===== config.mk =====
export PLATFORM = sky130hd
export DESIGN_NAME = anton_neopixel_frame_scheduler_flat
export DESIGN_NICKNAME = d
export VERILOG_FILES = /design/src/rtl/anton_neopixel_frame_scheduler_if.sv /design/src/rtl/anton_neopixel_frame_scheduler.sv /design/src/flat_wrapper.sv
export SDC_FILE = /design/constraint.sdc
export NUM_CORES = 1
export LEC_CHECK = 0
export ABC_AREA = 1
export ABC_CLOCK_PERIOD_IN_PS = 2700
export CAP_MARGIN = 25
export CORE_MARGIN = 2
export CORE_UTILIZATION = 40
export CTS_CLUSTER_DIAMETER = 120
export DETAILED_ROUTE_END_ITERATION = 8
export REMOVE_ABC_BUFFERS = 1
export SKIP_CTS_REPAIR_TIMING = 1
export SYNTH_ARGS = -nofsm -noshare
export SYNTH_HDL_FRONTEND = slang
export SYNTH_SLANG_ARGS = --single-unit

===== constraint.sdc =====
create_clock -name clk6_4mhz -period 2.7 [get_ports clk6_4mhz]
set_input_delay 0.81 -clock clk6_4mhz [delete_from_list [all_inputs] [get_ports clk6_4mhz]]
set_output_delay 0.81 -clock clk6_4mhz [all_outputs]
set_load 0.05 [all_outputs]

===== src/rtl/anton_neopixel_frame_scheduler_if.sv =====
// ---------------------------------------------------------------------------
// anton_neopixel_frame_scheduler_if
// Command, configuration, stream-handshake and status signals of the neopixel
// frame scheduler, all in the clk6_4mhz domain.
//   master : register block / stream logic side (drives cmd*, cfg*, stream acks)
//   slave  : frame scheduler side (drives control levels and status)
// ---------------------------------------------------------------------------
interface anton_neopixel_frame_scheduler_if #(
   parameter int unsigned FRAME_BITS = 16,
   parameter int unsigned GAP_BITS   = 16
);
   // software commands and configuration
   logic                  cmdStart;
   logic                  cmdStop;
   logic                  cmdInit;
   logic                  cfgLoop;
   logic [FRAME_BITS-1:0] cfgFrames;
   logic [GAP_BITS-1:0]   cfgFrameGap;

   // stream logic handshake
   logic                  initSlowDone;
   logic                  streamPixelOf;
   logic                  streamSyncOf;
   logic                  initSlow;
   logic                  ctrlInit;
   logic                  ctrlRun;

   // status
   logic                  busy;
   logic                  frameDone;
   logic [FRAME_BITS-1:0] frameCount;
   logic                  initError;
   logic [2:0]            state;

   modport master (
      output cmdStart, cmdStop, cmdInit, cfgLoop, cfgFrames, cfgFrameGap,
      output initSlowDone, streamPixelOf, streamSyncOf,
      input  initSlow, ctrlInit, ctrlRun,
      input  busy, frameDone, frameCount, initError, state
   );

   modport slave (
      input  cmdStart, cmdStop, cmdInit, cfgLoop, cfgFrames, cfgFrameGap,
      input  initSlowDone, streamPixelOf, streamSyncOf,
      output initSlow, ctrlInit, ctrlRun,
      output busy, frameDone, frameCount, initError, state
   );
endinterface


===== src/rtl/anton_neopixel_frame_scheduler.sv =====
// ---------------------------------------------------------------------------
// anton_neopixel_frame_scheduler
// Frame-level sequencer for the neopixel stream datapath. Turns start / stop /
// re-init commands into the ctrlInit / ctrlRun levels, runs the initSlow
// handshake with a timeout, and schedules single, looped and frame-count
// limited transmission with an optional idle gap between frames.
// Ports:
//   clk6_4mhz : datapath clock
//   rst       : synchronous active-high reset
//   bus       : scheduler side of the command / stream / status interface
// Every output is a flop; control levels are registered from the next state.
// ---------------------------------------------------------------------------
module anton_neopixel_frame_scheduler #(
   parameter int unsigned FRAME_BITS   = 16,
   parameter int unsigned GAP_BITS     = 16,
   parameter int unsigned INIT_TIMEOUT = 15
) (
   input logic                            clk6_4mhz,
   input logic                            rst,
   anton_neopixel_frame_scheduler_if.slave bus
);

   localparam int unsigned INIT_CNT_BITS = $clog2(INIT_TIMEOUT + 1);

   typedef enum logic [2:0] {
      IDLE = 3'd0,
      INIT = 3'd1,
      RUN  = 3'd2,
      SYNC = 3'd3,
      GAP  = 3'd4
   } stateT;

   stateT                    stateReg, stateNext;
   logic [FRAME_BITS-1:0]    frameCountReg, frameCountNext, frameCountInc;
   logic [GAP_BITS-1:0]      gapCountReg, gapCountNext;
   logic [INIT_CNT_BITS-1:0] initCountReg, initCountNext;
   logic                     startPendingReg, startPendingNext;
   logic                     stopPendingReg, stopPendingNext;
   logic                     initPendingReg, initPendingNext;
   logic                     initErrorReg, initErrorNext;
   logic                     frameDoneReg, frameDoneNext;
   logic                     initSlowReg, initSlowNext;
   logic                     ctrlRunReg, ctrlInitReg, busyReg;
   logic                     stopSeen, initSeen;

   // Next-state and bookkeeping decode
   always_comb begin
      stateNext        = stateReg;
      frameCountNext   = frameCountReg;
      gapCountNext     = gapCountReg;
      initCountNext    = initCountReg;
      startPendingNext = startPendingReg;
      stopPendingNext  = stopPendingReg;
      initPendingNext  = initPendingReg;
      initErrorNext    = initErrorReg;
      frameDoneNext    = 1'b0;
      initSlowNext     = 1'b0;
      frameCountInc    = frameCountReg + FRAME_BITS'(1);
      // a command landing in the frame-end cycle is honoured, not lost
      stopSeen         = stopPendingReg | bus.cmdStop;
      initSeen         = initPendingReg | bus.cmdInit;

      case (stateReg)
         IDLE: begin
            // stop dominates any other command issued in the same cycle
            if (bus.cmdStop) begin
               stateNext = IDLE;
            end else if (bus.cmdStart) begin
               stateNext        = INIT;
               startPendingNext = 1'b1;
               frameCountNext   = '0;
               initErrorNext    = 1'b0;
            end else if (bus.cmdInit) begin
               stateNext        = INIT;
               startPendingNext = 1'b0;
            end
         end

         INIT: begin
            if (bus.cmdStop) begin
               startPendingNext = 1'b0;
            end
            if (bus.initSlowDone) begin
               stateNext = (startPendingReg && !bus.cmdStop) ? RUN : IDLE;
            end else if (initCountReg == INIT_CNT_BITS'(INIT_TIMEOUT - 1)) begin
               stateNext     = IDLE;
               initErrorNext = 1'b1;
            end else begin
               initCountNext = initCountReg + INIT_CNT_BITS'(1);
            end
         end

         RUN: begin
            if (bus.cmdStop) stopPendingNext = 1'b1;
            if (bus.cmdInit) initPendingNext = 1'b1;
            if (bus.streamPixelOf) begin
               stateNext = SYNC;
            end
         end

         SYNC: begin
            if (bus.cmdStop) stopPendingNext = 1'b1;
            if (bus.cmdInit) initPendingNext = 1'b1;
            if (bus.streamSyncOf) begin
               frameDoneNext   = 1'b1;
               frameCountNext  = frameCountInc;
               stopPendingNext = 1'b0;
               initPendingNext = 1'b0;
               // frame-end decision, first matching row wins
               if (stopSeen) begin
                  stateNext = IDLE;
               end else if (!bus.cfgLoop) begin
                  stateNext = IDLE;
               end else if ((bus.cfgFrames != '0) && (frameCountInc == bus.cfgFrames)) begin
                  stateNext = IDLE;
               end else if (initSeen) begin
                  stateNext        = INIT;
                  startPendingNext = 1'b1;
               end else if (bus.cfgFrameGap == '0) begin
                  stateNext = RUN;
               end else begin
                  stateNext    = GAP;
                  gapCountNext = bus.cfgFrameGap;
               end
            end
         end

         GAP: begin
            if (bus.cmdInit) initPendingNext = 1'b1;
            if (bus.cmdStop) begin
               stateNext = IDLE;
            end else begin
               gapCountNext = gapCountReg - GAP_BITS'(1);
               if (gapCountReg <= GAP_BITS'(1)) begin
                  stateNext = RUN;
               end
            end
         end

         default: begin
            stateNext = IDLE;
         end
      endcase

      // pending flags never survive a return to IDLE
      if (stateNext == IDLE) begin
         startPendingNext = 1'b0;
         stopPendingNext  = 1'b0;
         initPendingNext  = 1'b0;
      end

      // fresh INIT entry: restart timeout and issue the one-cycle request
      if ((stateNext == INIT) && (stateReg != INIT)) begin
         initCountNext = '0;
         initSlowNext  = 1'b1;
      end
   end

   // State, counters and registered outputs
   always_ff @(posedge clk6_4mhz) begin
      if (rst) begin
         stateReg        <= IDLE;
         frameCountReg   <= '0;
         gapCountReg     <= '0;
         initCountReg    <= '0;
         startPendingReg <= 1'b0;
         stopPendingReg  <= 1'b0;
         initPendingReg  <= 1'b0;
         initErrorReg    <= 1'b0;
         frameDoneReg    <= 1'b0;
         initSlowReg     <= 1'b0;
         ctrlRunReg      <= 1'b0;
         ctrlInitReg     <= 1'b0;
         busyReg         <= 1'b0;
      end else begin
         stateReg        <= stateNext;
         frameCountReg   <= frameCountNext;
         gapCountReg     <= gapCountNext;
         initCountReg    <= initCountNext;
         startPendingReg <= startPendingNext;
         stopPendingReg  <= stopPendingNext;
         initPendingReg  <= initPendingNext;
         initErrorReg    <= initErrorNext;
         frameDoneReg    <= frameDoneNext;
         initSlowReg     <= initSlowNext;
         // levels track the registered state exactly, one flop each
         ctrlRunReg      <= (stateNext == RUN) || (stateNext == SYNC);
         ctrlInitReg     <= (stateNext == INIT);
         busyReg         <= (stateNext != IDLE);
      end
   end

   assign bus.state      = stateReg;
   assign bus.frameCount = frameCountReg;
   assign bus.initError  = initErrorReg;
   assign bus.frameDone  = frameDoneReg;
   assign bus.initSlow   = initSlowReg;
   assign bus.ctrlRun    = ctrlRunReg;
   assign bus.ctrlInit   = ctrlInitReg;
   assign bus.busy       = busyReg;

endmodule

===== src/flat_wrapper.sv =====
// flat-port wrapper written by rule: the top's interface ports become plain ports
module anton_neopixel_frame_scheduler_flat 
#(
   parameter int unsigned FRAME_BITS   = 16,
   parameter int unsigned GAP_BITS     = 16,
   parameter int unsigned INIT_TIMEOUT = 15
)
  (clk6_4mhz, rst, bus_cmdStart, bus_cmdStop, bus_cmdInit, bus_cfgLoop, bus_cfgFrames, bus_cfgFrameGap, bus_initSlowDone, bus_streamPixelOf, bus_streamSyncOf, bus_initSlow, bus_ctrlInit, bus_ctrlRun, bus_busy, bus_frameDone, bus_frameCount, bus_initError, bus_state);
  anton_neopixel_frame_scheduler_if #(.FRAME_BITS(FRAME_BITS), .GAP_BITS(GAP_BITS)) bus_i ();
  input logic clk6_4mhz;
  input logic rst;
  input wire logic [$bits(bus_i.cmdStart)-1:0] bus_cmdStart;
  input wire logic [$bits(bus_i.cmdStop)-1:0] bus_cmdStop;
  input wire logic [$bits(bus_i.cmdInit)-1:0] bus_cmdInit;
  input wire logic [$bits(bus_i.cfgLoop)-1:0] bus_cfgLoop;
  input wire logic [$bits(bus_i.cfgFrames)-1:0] bus_cfgFrames;
  input wire logic [$bits(bus_i.cfgFrameGap)-1:0] bus_cfgFrameGap;
  input wire logic [$bits(bus_i.initSlowDone)-1:0] bus_initSlowDone;
  input wire logic [$bits(bus_i.streamPixelOf)-1:0] bus_streamPixelOf;
  input wire logic [$bits(bus_i.streamSyncOf)-1:0] bus_streamSyncOf;
  output wire logic [$bits(bus_i.initSlow)-1:0] bus_initSlow;
  output wire logic [$bits(bus_i.ctrlInit)-1:0] bus_ctrlInit;
  output wire logic [$bits(bus_i.ctrlRun)-1:0] bus_ctrlRun;
  output wire logic [$bits(bus_i.busy)-1:0] bus_busy;
  output wire logic [$bits(bus_i.frameDone)-1:0] bus_frameDone;
  output wire logic [$bits(bus_i.frameCount)-1:0] bus_frameCount;
  output wire logic [$bits(bus_i.initError)-1:0] bus_initError;
  output wire logic [$bits(bus_i.state)-1:0] bus_state;
  assign bus_i.cmdStart = bus_cmdStart;
  assign bus_i.cmdStop = bus_cmdStop;
  assign bus_i.cmdInit = bus_cmdInit;
  assign bus_i.cfgLoop = bus_cfgLoop;
  assign bus_i.cfgFrames = bus_cfgFrames;
  assign bus_i.cfgFrameGap = bus_cfgFrameGap;
  assign bus_i.initSlowDone = bus_initSlowDone;
  assign bus_i.streamPixelOf = bus_streamPixelOf;
  assign bus_i.streamSyncOf = bus_streamSyncOf;
  assign bus_initSlow = bus_i.initSlow;
  assign bus_ctrlInit = bus_i.ctrlInit;
  assign bus_ctrlRun = bus_i.ctrlRun;
  assign bus_busy = bus_i.busy;
  assign bus_frameDone = bus_i.frameDone;
  assign bus_frameCount = bus_i.frameCount;
  assign bus_initError = bus_i.initError;
  assign bus_state = bus_i.state;
  anton_neopixel_frame_scheduler #(.FRAME_BITS(FRAME_BITS), .GAP_BITS(GAP_BITS), .INIT_TIMEOUT(INIT_TIMEOUT)) u_core (.clk6_4mhz(clk6_4mhz), .rst(rst), .bus(bus_i));
endmodule

======== Yosys cells after proc, flatten, opt, wreduce, memory -nomap -nowiden ========
Index checks and enable logic that the tools add are counted.
cells by class
  add/sub/neg operators ................... 3
  $lt $le $gt $ge ......................... 1
  equal/unequal tests ..................... 24
  multiplexer cells ....................... 51
  bitwise operators ....................... 5
  reductions and logical operators ........ 25
operators by type and width
  kind                                                  number
  2-to-1 mux 16 bit                                     10
  case mux 16 bit (2 select lines)                      2
  2-to-1 mux 3 bit                                      14
  != test 2 bit, second input constant                  11
  2-to-1 mux 1 bit                                      19
  adder 16 x 1 -> 16 bit, second input constant         1
  == test 16 bit                                        1
  <= comparator 16 x 1 -> 1 bit, second input constant  1
  zero test 16 bit                                      1
  nonzero test 16 bit                                   1
  subtractor 16 x 1 -> 16 bit, second input constant    1
  case mux 3 bit (5 select lines)                       1
  == test 3 x 2 -> 1 bit, second input constant         4
  nonzero test 2 bit                                    5
  AND reduction 9 bit                                   1
  AND reduction 8 bit                                   1
  OR reduction 2 bit                                    4
  == test 3 x 1 -> 1 bit, second input constant         2
  zero test 3 bit                                       2
  case mux 1 bit (2 select lines)                       3
  nonzero test 3 bit                                    2
  AND reduction 5 bit                                   1
  adder 4 x 1 -> 4 bit, second input constant           1
  == test 4 bit, second input constant                  1
  other kinds (13)                                      19
word-level totals
  register bits after elaboration ......... 48
  input bits .............................. 41
  output and inout port bits .............. 25
  word-level logic and storage cells ...... 122

======== Depth between registers and ports, before layout ========
Gate-level depths: netlist of the first run.
  word-level depth ........................ 11
  mapped depth ............................ 18
  depth with buffers taken out ............ 18

======== Worst setup path after synthesis of the first run ========
Ideal clock, no wire load.
  path type ............................... reg2reg
  start point ............................. register u_core.frameCountReg[0], in the netlist u_core.bus.frameCount[0]
  end point ............................... register u_core.gapCountReg[8]
  library setup time ...................... 0.116 ns
  arrival time ............................ 2.313 ns
  data required time ...................... 2.584 ns
  path slack .............................. 0.271 ns
  stages on the path, launching flop included .. 18
  buffers on the path ..................... 1
  period minus slack after synthesis ...... 2.429 ns
  path through ............................ dfxtp_1 > ha_1 > nand2_2 > nor2_4 > nand3_1 > nand2_1 > nand2_1 > nand2_1 > nand2_1 > nor2_1 > nand2_1 > nor2_2 > nand2_2 > nand3_2 > nand2_4 > buf_6 > o21ai_0 > nor2_1
between the ends
  word-level cells in the longest chain between the ends .. 5
ends and longest elaborated chain
  item                           line                                   source
  start: declaration             anton_neopixel_frame_scheduler.sv:34   logic [FRAME_BITS-1:0] frameCountReg, frameCountNext, frameCountInc;
  start signal: assignment       anton_neopixel_frame_scheduler.sv:177  frameCountReg <= frameCountNext;
  adder 16 x 1 -> 16 bit         anton_neopixel_frame_scheduler.sv:58   frameCountInc = frameCountReg + FRAME_BITS'(1);
  == test 16 bit                 anton_neopixel_frame_scheduler.sv:114  end else if ((bus.cfgFrames != '0) && (frameCountInc == bus.cfgFrames)) begin
  logical AND 1 bit              anton_neopixel_frame_scheduler.sv:114
  != test 2 bit (no line)        --
  AND reduction 8 bit (no line)  --
  end signal: assignment         anton_neopixel_frame_scheduler.sv:178  gapCountReg <= gapCountNext;
  end: declaration               anton_neopixel_frame_scheduler.sv:35   logic [GAP_BITS-1:0] gapCountReg, gapCountNext;
Every way passes these cells.
A chain may end at the register's enable or synchronous reset.

======== Worst setup path in the final report of the first run ========
  start point ............................. input bus_cfgFrames[1]
  end point ............................... register u_core.initCountReg[1]
between the ends
  word-level cells in the longest chain between the ends .. 10
  elaborated cells on any way between the ends .. 11
  those cells by class .................... eq/ne (2); mux (5); reduce/logical (4)
ends and longest elaborated chain
  item                                                          line                                   source
  start: declaration                                            flat_wrapper.sv:16                     input wire logic [$bits(bus_i.cfgFrames)-1:0] bus_cfgFrames;
  == test 16 bit / nonzero test 16 bit (equally long branches)  anton_neopixel_frame_scheduler.sv:114
  logical AND 1 bit *                                           anton_neopixel_frame_scheduler.sv:114
  2-to-1 mux 3 bit *                                            anton_neopixel_frame_scheduler.sv:114
  2-to-1 mux 3 bit *                                            anton_neopixel_frame_scheduler.sv:112  end else if (!bus.cfgLoop) begin
  2-to-1 mux 3 bit *                                            anton_neopixel_frame_scheduler.sv:110  if (stopSeen) begin
  2-to-1 mux 3 bit *                                            anton_neopixel_frame_scheduler.sv:104  if (bus.streamSyncOf) begin
  case mux 3 bit (5 select lines) *                             anton_neopixel_frame_scheduler.sv:63   case (stateReg)
  == test 3 x 1 -> 1 bit *                                      anton_neopixel_frame_scheduler.sv:153  if ((stateNext == INIT) && (stateReg != INIT)) begin
  logical AND 1 bit *                                           anton_neopixel_frame_scheduler.sv:153
  OR reduction 2 bit (no line) *                                --
  end signal: assignment                                        anton_neopixel_frame_scheduler.sv:179  initCountReg <= initCountNext;
  end: declaration                                              anton_neopixel_frame_scheduler.sv:36   logic [INIT_CNT_BITS-1:0] initCountReg, initCountNext;
Every way passes the cells marked *; elsewhere a longest branch is shown, timed or not.

==> results of run 1 <==
per-layer routing:
metal	wire length, um	up-vias
met1	4280	1578
li1	-	1913
met4	121	0
met5	0	-
met2	4360	73
met3	348	10
worst paths after layout:
check | from | end | depth (start not counted)
max reg2reg | u_core.bus.frameCount[1] | u_core.gapCountReg[15] | 16
min | u_core.bus.initError | u_core.bus.initError | 2
max | bus_cfgFrames[1] | u_core.initCountReg[1] | 14
min reg2reg | u_core.bus.initError | u_core.bus.initError | 2
cells in the final DEF (no fill, tap or decap), types with 6 or more instances in the layout:
| master | n |
|---|---|
| clkdlybuf4s50_1 | 65 |
| a21oi_1 | 36 |
| clkbuf_8 | 7 |
| buf_4 | 24 |
| nor2_2 | 9 |
| o21ai_1 | 7 |
| nand3_1 | 39 |
| nand4_1 | 13 |
| xor2_1 | 6 |
| nor2_1 | 90 |
| nand2_1 | 141 |
| o21ai_0 | 15 |
| inv_1 | 69 |
| dfxtp_1 | 47 |
worst register-to-register path: stages (launching register included):
cell	delay, ns
dfxtp_1	0.41
ha_1	0.23
nand3_1	0.21
nor2_4	0.20
nand3_1	0.12
nand2_1	0.10
nand3_1	0.07
nand2_1	0.07
nor2_1	0.04
nand2_1	0.09
nor2_2	0.04
nand2_2	0.09
nand3_2	0.11
nand2_4	0.09
clkinv_2	0.21
nor2_1	0.17
nor2_1	0.06
sequential cells by signal, summed over array words and instances, names as in the netlist:
signal / cells
u_core.bus.ctrlRun: 1
u_core.stopPendingReg: 1
u_core.bus.busy: 1
u_core.bus.frameCount: 16
u_core.initCountReg: 4
u_core.startPendingReg: 1
u_core.bus.frameDone: 1
u_core.bus.ctrlInit: 1
u_core.bus.initSlow: 1
u_core.bus.state: 3
u_core.gapCountReg: 16
u_core.bus.initError: 1
u_core.initPendingReg: 1
logic make-up (layout without fill, tap and decap cells):
logic type	after synthesis	in the layout
compound gates	78	78
simple gates	314	315
buf+inv	84	169
xor+xnor	13	13
flops	48	48
fa+ha+maj	5	5
report_power, final:
group          internal [mW]  switching (mW)
clock network          0.229           0.241
registers              0.720          0.0112
logic                  0.136           0.153
total                   1.09           0.406
cell type report:
type	instances	area (sq um)
Fill cell	845	3790
Multi-Input combinational cell	411	2030
Sequential cell	48	962
Timing Repair Buffer	90	851
Inverter	72	272
Tap cell	105	131
Clock buffer	7	96.3
==> summary.txt, run 1 <==
Setup path
  – Worst stage delay on the critical path: 0.50 ns
  – Crit path max-delay family: simple AND/OR/NAND/NOR gates
  – Crit-path max FO: 4
  – Reg2reg setup slack: 0.30 ns
  – CP Buf/Inv Count: 1
  – Slowest cell on crit path: clkdlybuf4s50_1
  – Crit path kind: primary input to flip-flop
  – Required time of the critical path: 2.93 ns
  – CP arrival: 2.69 ns
  – Worst-path cell chain: clkdlybuf4s50_1, xnor2_1, nand3_1, nor2_1, o21ai_1, nor2_1, nand2_1, nor2_1, nand2_2, nand2_1, nand2_1, nand3_1, nand2_1, nor2_1
  – Critical Path End Type: flip-flop
  – CP startpoint kind: primary input

Placed design
  – Port Buffer Count: 65
  – Gpl congestion: 0.908
  – Dpl ws: -0.0914 ns
  – Hpwl dp: 6830 um
  – Placed cell area: 4230 sq um
  – Total placed cells including tap cells: 725

Logic synthesis
  – Largest family of logic cells by synthesized area: simple AND/OR/NAND/NOR gates
  – Yosys cell types: 38
  – Synth Area in XOR/XNOR: 0.0468
  – Synth Area in Adders: 0.0189
  – Post-synth EDFFs: 0
  – Post-synthesis mux area share: 0
  – Post-synth ARST share: 0
  – Count leader, synth: nand2_1
  – Cells after synthesis: 542
  – Yosys Warn Count: 0
  – Synth Area per Inst: 6.11 sq um
  – Post-Syn Area: 3310 sq um
  – Area leader, netlist: dfxtp_1
  – Top FF cell, synth: dfxtp_1
  – Top cell type's share of synthesized area: 0.290
  – Synth top area cells: dfxtp_1 (29%), nand2_1 (16%), nor2_1 (10%)
  – Yosys reg bits: 48
  – Top post-synthesis cells by count: nand2_1 (142), nor2_1 (90), inv_1 (69)
  – Sequential share of the synthesized area: 0.290
  – Compound-Gate Fraction of Synth Area: 0.134
  – Post-synthesis simple-gate area fraction: 0.408

Routing
  – Total number of vias: 3574
  – Detailed-route DRC error count: 0
  – Drt via density: 4.88
  – WL per Instance: 12.4 um
  – 1st-iter DRT viols: 186
  – Detail Route Antenna Nets: 0
  – First-pass iteration count of the detailed router: 4
  – Total wire length: 9110 um

Final layout
  – # diodes: 0
  – Layout cells sized above 1: 0.0987
  – # nets final: 674
  – Area added between synthesis and finish: 31.0%
  – Design area: 4340 sq um
  – Final core utilization: 0.533
  – Finished Layout Cells: 733

Timing
  – Hold Vio Cnt, Final: 0
  – Period utilization: 0.910
  – Max Clk Rate: 407 MHz
  – Final min period: 2.46 ns
  – Final Skew: 0.00752 ns
  – Final TNS setup: 0 ns
  – Least-Margin Pin Slew: 0.511 ns
  – Rel. slew slack: 0.650
  – RSZ-0062 raised after global routing: false
  – Worst hold margin: 0.477 ns
  – Final-report setup violation count: 0
  – Max Slew Vio Count: 0
  – Setup ws final: 0.244 ns

Floorplan
  – Die height: 95.0 um
  – Rows: 33
  – Core region area: 8130 sq um
  – Die area: 9030 sq um
  – Starting Density: 0.407
  – Top Ports: 66
  – DIE WIDTH: 95.0 um

CTS
  – CTS max path bufs: 2
  – H-Tree Depth: 2
  – Cts bufs inserted: 5
  – TritonCTS clock tree: built
  – Worst skew pair latency: 0.30 ns
  – Clock transition at path regs: 0.08 ns
  – Clock root cell: clkbuf_8
  – CTS Sinks: 48

Worst hold path
  – Worst min path class: flip-flop to flip-flop

GRT
  – GRT overflow: 0
  – Vias in the first global route: 3383
  – First-pass GRT wire length: 15100 um
  – M1 GR Usage: 0.276
  – Initial antenna violation count: 0
  – Met2 GRT Util: 0.356
  – GRT met3 Usage: 0.0292
  – Pin count of the biggest net entering global routing: 29
  – GRT Max-Usage Layer: met2
  – GRT Overall Usage: 0.209

Outcome
  – Status: finished, final reports clean

Pwr
  – Power Density: 344 nW/um^2
  – Static Leak: 1.87 nW
  – Power Total: 1.49 mW
  – VDD IR max: 0.211 mV

Flow run
  – Max-Cap Viols: 0
(Power assumes the default switching activity.)
==> run 2: changes to the inputs <==
==> constraint.sdc (replaced) <==
create_clock -name clk6_4mhz -period 2.7 [get_ports clk6_4mhz]
set_input_delay 0.81 -clock clk6_4mhz [delete_from_list [all_inputs] [get_ports clk6_4mhz]]
set_output_delay 0.81 -clock clk6_4mhz [all_outputs]
set_load 0.1 [all_outputs]
==> summary.txt, run 2 (synthesized netlist as in run 1, its figures left out) <==
Setup path
  – Critical Path End Type: flip-flop
  – CP arrival: 2.62 ns
  – Reg2Reg Launch Point: u_core.bus.frameCount[1]
  – CP startpoint kind: primary input
  – Crit-path most repeated cell: nor2_1
  – Stages on worst setup path: 14
  – CP Buf/Inv Count: 2
  – Reg2Reg Depth: 15
  – Slowest cell on crit path: clkdlybuf4s50_1
  – Crit path max-delay family: simple AND/OR/NAND/NOR gates
  – Worst-path cell chain: clkdlybuf4s50_1, xnor2_1, nand3_1, nor2_1, o21ai_1, nor2_1, nand2_1, nor2_1, nand2_2, nand3_2, nand2_4, buf_4, o21ai_1, nor2_1
  – Crit-path max FO: 11
  – Crit path kind: primary input to flip-flop
  – Required time of the critical path: 2.91 ns
  – Reg2reg end: u_core.gapCountReg[13]
  – Reg2reg setup slack: 0.30 ns
  – Worst stage delay on the critical path: 0.49 ns

Flow run
  – Max-Cap Viols: 0

Placed design
  – Port Buffer Count: 65
  – Total placed cells including tap cells: 725
  – Placed cell area: 4170 sq um
  – Gpl congestion: 0.926
  – Hpwl dp: 6810 um

Pwr
  – Power Total: 1.64 mW
  – Static Leak: 1.93 nW
  – Switching portion of total power: 0.282
  – Clk pwr share: 0.357
  – Gate power share: 0.199
  – VDD IR max: 0.209 mV
  – Internal power: 1.18 mW
  – Net switching power: 463 uW
  – Power Density: 381 nW/um^2
  – Reg power frac: 0.445

Timing
  – Final TNS setup: 0 ns
  – RSZ-0062 raised after global routing: false
  – Period utilization: 0.895
  – Final min period: 2.42 ns
  – Max Slew Vio Count: 0
  – Rel. slew slack: 0.643
  – Final Skew: 0.00574 ns
  – Hold Vio Cnt, Final: 0
  – Least-Margin Pin Slew: 0.522 ns
  – Max Clk Rate: 414 MHz
  – Final-report setup violation count: 0

Outcome
  – Status: finished, final reports clean

Final layout
  – Layout cells sized above 1: 0.143
  – Design area: 4320 sq um
  – Finished Layout Cells: 734
  – Area added between synthesis and finish: 30.2%
  – Leading cell type in the layout, fill and taps excluded: nand2_1
  – Most frequent cells in the layout: nand2_1 (141), nor2_1 (90), inv_1 (69)
  – # nets final: 674
  – Fill count: 826
  – # diodes: 0

Routing
  – Detailed-route DRC error count: 0
  – Total wire length: 9110 um
  – 1st-iter DRT viols: 173
  – Drt via density: 4.94
  – First-pass iteration count of the detailed router: 5
  – Detail Route Antenna Nets: 0
  – Total number of vias: 3624
  – WL per Instance: 12.4 um

GRT
  – Vias in the first global route: 3425
  – First-pass GRT wire length: 15300 um
  – GRT overflow: 0
  – Pin count of the biggest net entering global routing: 29
  – GRT Overall Usage: 0.212
  – Initial antenna violation count: 0

Floorplan
  – DIE WIDTH: 95.0 um
  – Core region area: 8130 sq um
  – Die height: 95.0 um
  – Die area: 9030 sq um
  – Rows: 33
  – Starting Density: 0.407
  – Top Ports: 66

CTS
  – Clock root cell: clkbuf_8
  – CTS max path bufs: 2
  – CTS Sinks: 48
  – Cts bufs inserted: 5
  – TritonCTS clock tree: built
  – Clock transition at path regs: 0.09 ns
  – Worst skew pair latency: 0.30 ns
  – H-Tree Depth: 2

Worst hold path
  – HP Start: u_core.bus.initError
  – Hold Crit Endpoint: u_core.bus.initError
  – Worst min path class: flip-flop to flip-flop
  – Hold path depth: 2
-- run 2: worst max path at each step --
stage / slack [ns] / startpoint / to
2_1_floorplan: -0.22 / u_core.bus.frameCount[0] / u_core.gapCountReg[8]
3_3_place_gp: -0.07 / bus_cfgFrames[13] / u_core.gapCountReg[7]
3_5_place_dp: -0.07 / bus_cfgFrames[13] / u_core.gapCountReg[6]
4_1_cts: 0.25 / u_core.bus.frameCount[0] / u_core.gapCountReg[6]
5_1_grt: 0.03 / bus_cfgFrames[1] / u_core.bus.busy
6_report: 0.28 / bus_cfgFrames[1] / u_core.gapCountReg[13]
-- run 2: final cells by class --
type	instances	area [sq um]	share of cell area
multi-input combinational	411	2030	0.471
sequential	48	962	0.223
timing repair buffer	90	788	0.183
inverter	72	273	0.0632
tap	105	131	0.0304
clock buffer	7	96.3	0.0223
clock inverter	1	30.0	0.00696
-- run 2: stage by stage --
step	utilization	hold WS [ns]	worst slack [ns]
2_1_floorplan	-	0.459	-0.223
3_3_place_gp	0.512	0.467	-0.0668
3_5_place_dp	0.512	0.469	-0.0668
4_1_cts	0.528	0.486	0.252
5_1_grt	0.531	0.515	0.0268
6_report	0.531	0.483	0.284
-- run 2: tightest hold or removal path, delay by kind of cell (launching register included) --
family	cells	cell delay, ns
AOI/OAI and AO/OA	1	0.06
buffers and inverters	1	0.05
DFF	1	0.32
-- run 2: power by group through the flow --
stage	Combinational, mW	Clock, mW	Sequential, mW
final	0.327	0.586	0.731
after global routing	0.356	0.625	0.734
after CTS	0.325	0.607	0.731
after detailed placement	0.324	0	0.748
after global placement	0.322	0	0.748
after floorplan	0.106	0	0.819
-- run 2: routing by layer --
metal,share of wire,vias up,GRT usage
met2,0.47,98,0.361
met5,0,-,0
met3,0.044,17,0.0292
met1,0.47,1598,0.277
li1,-,1911,-
met4,0.019,0,0.0713
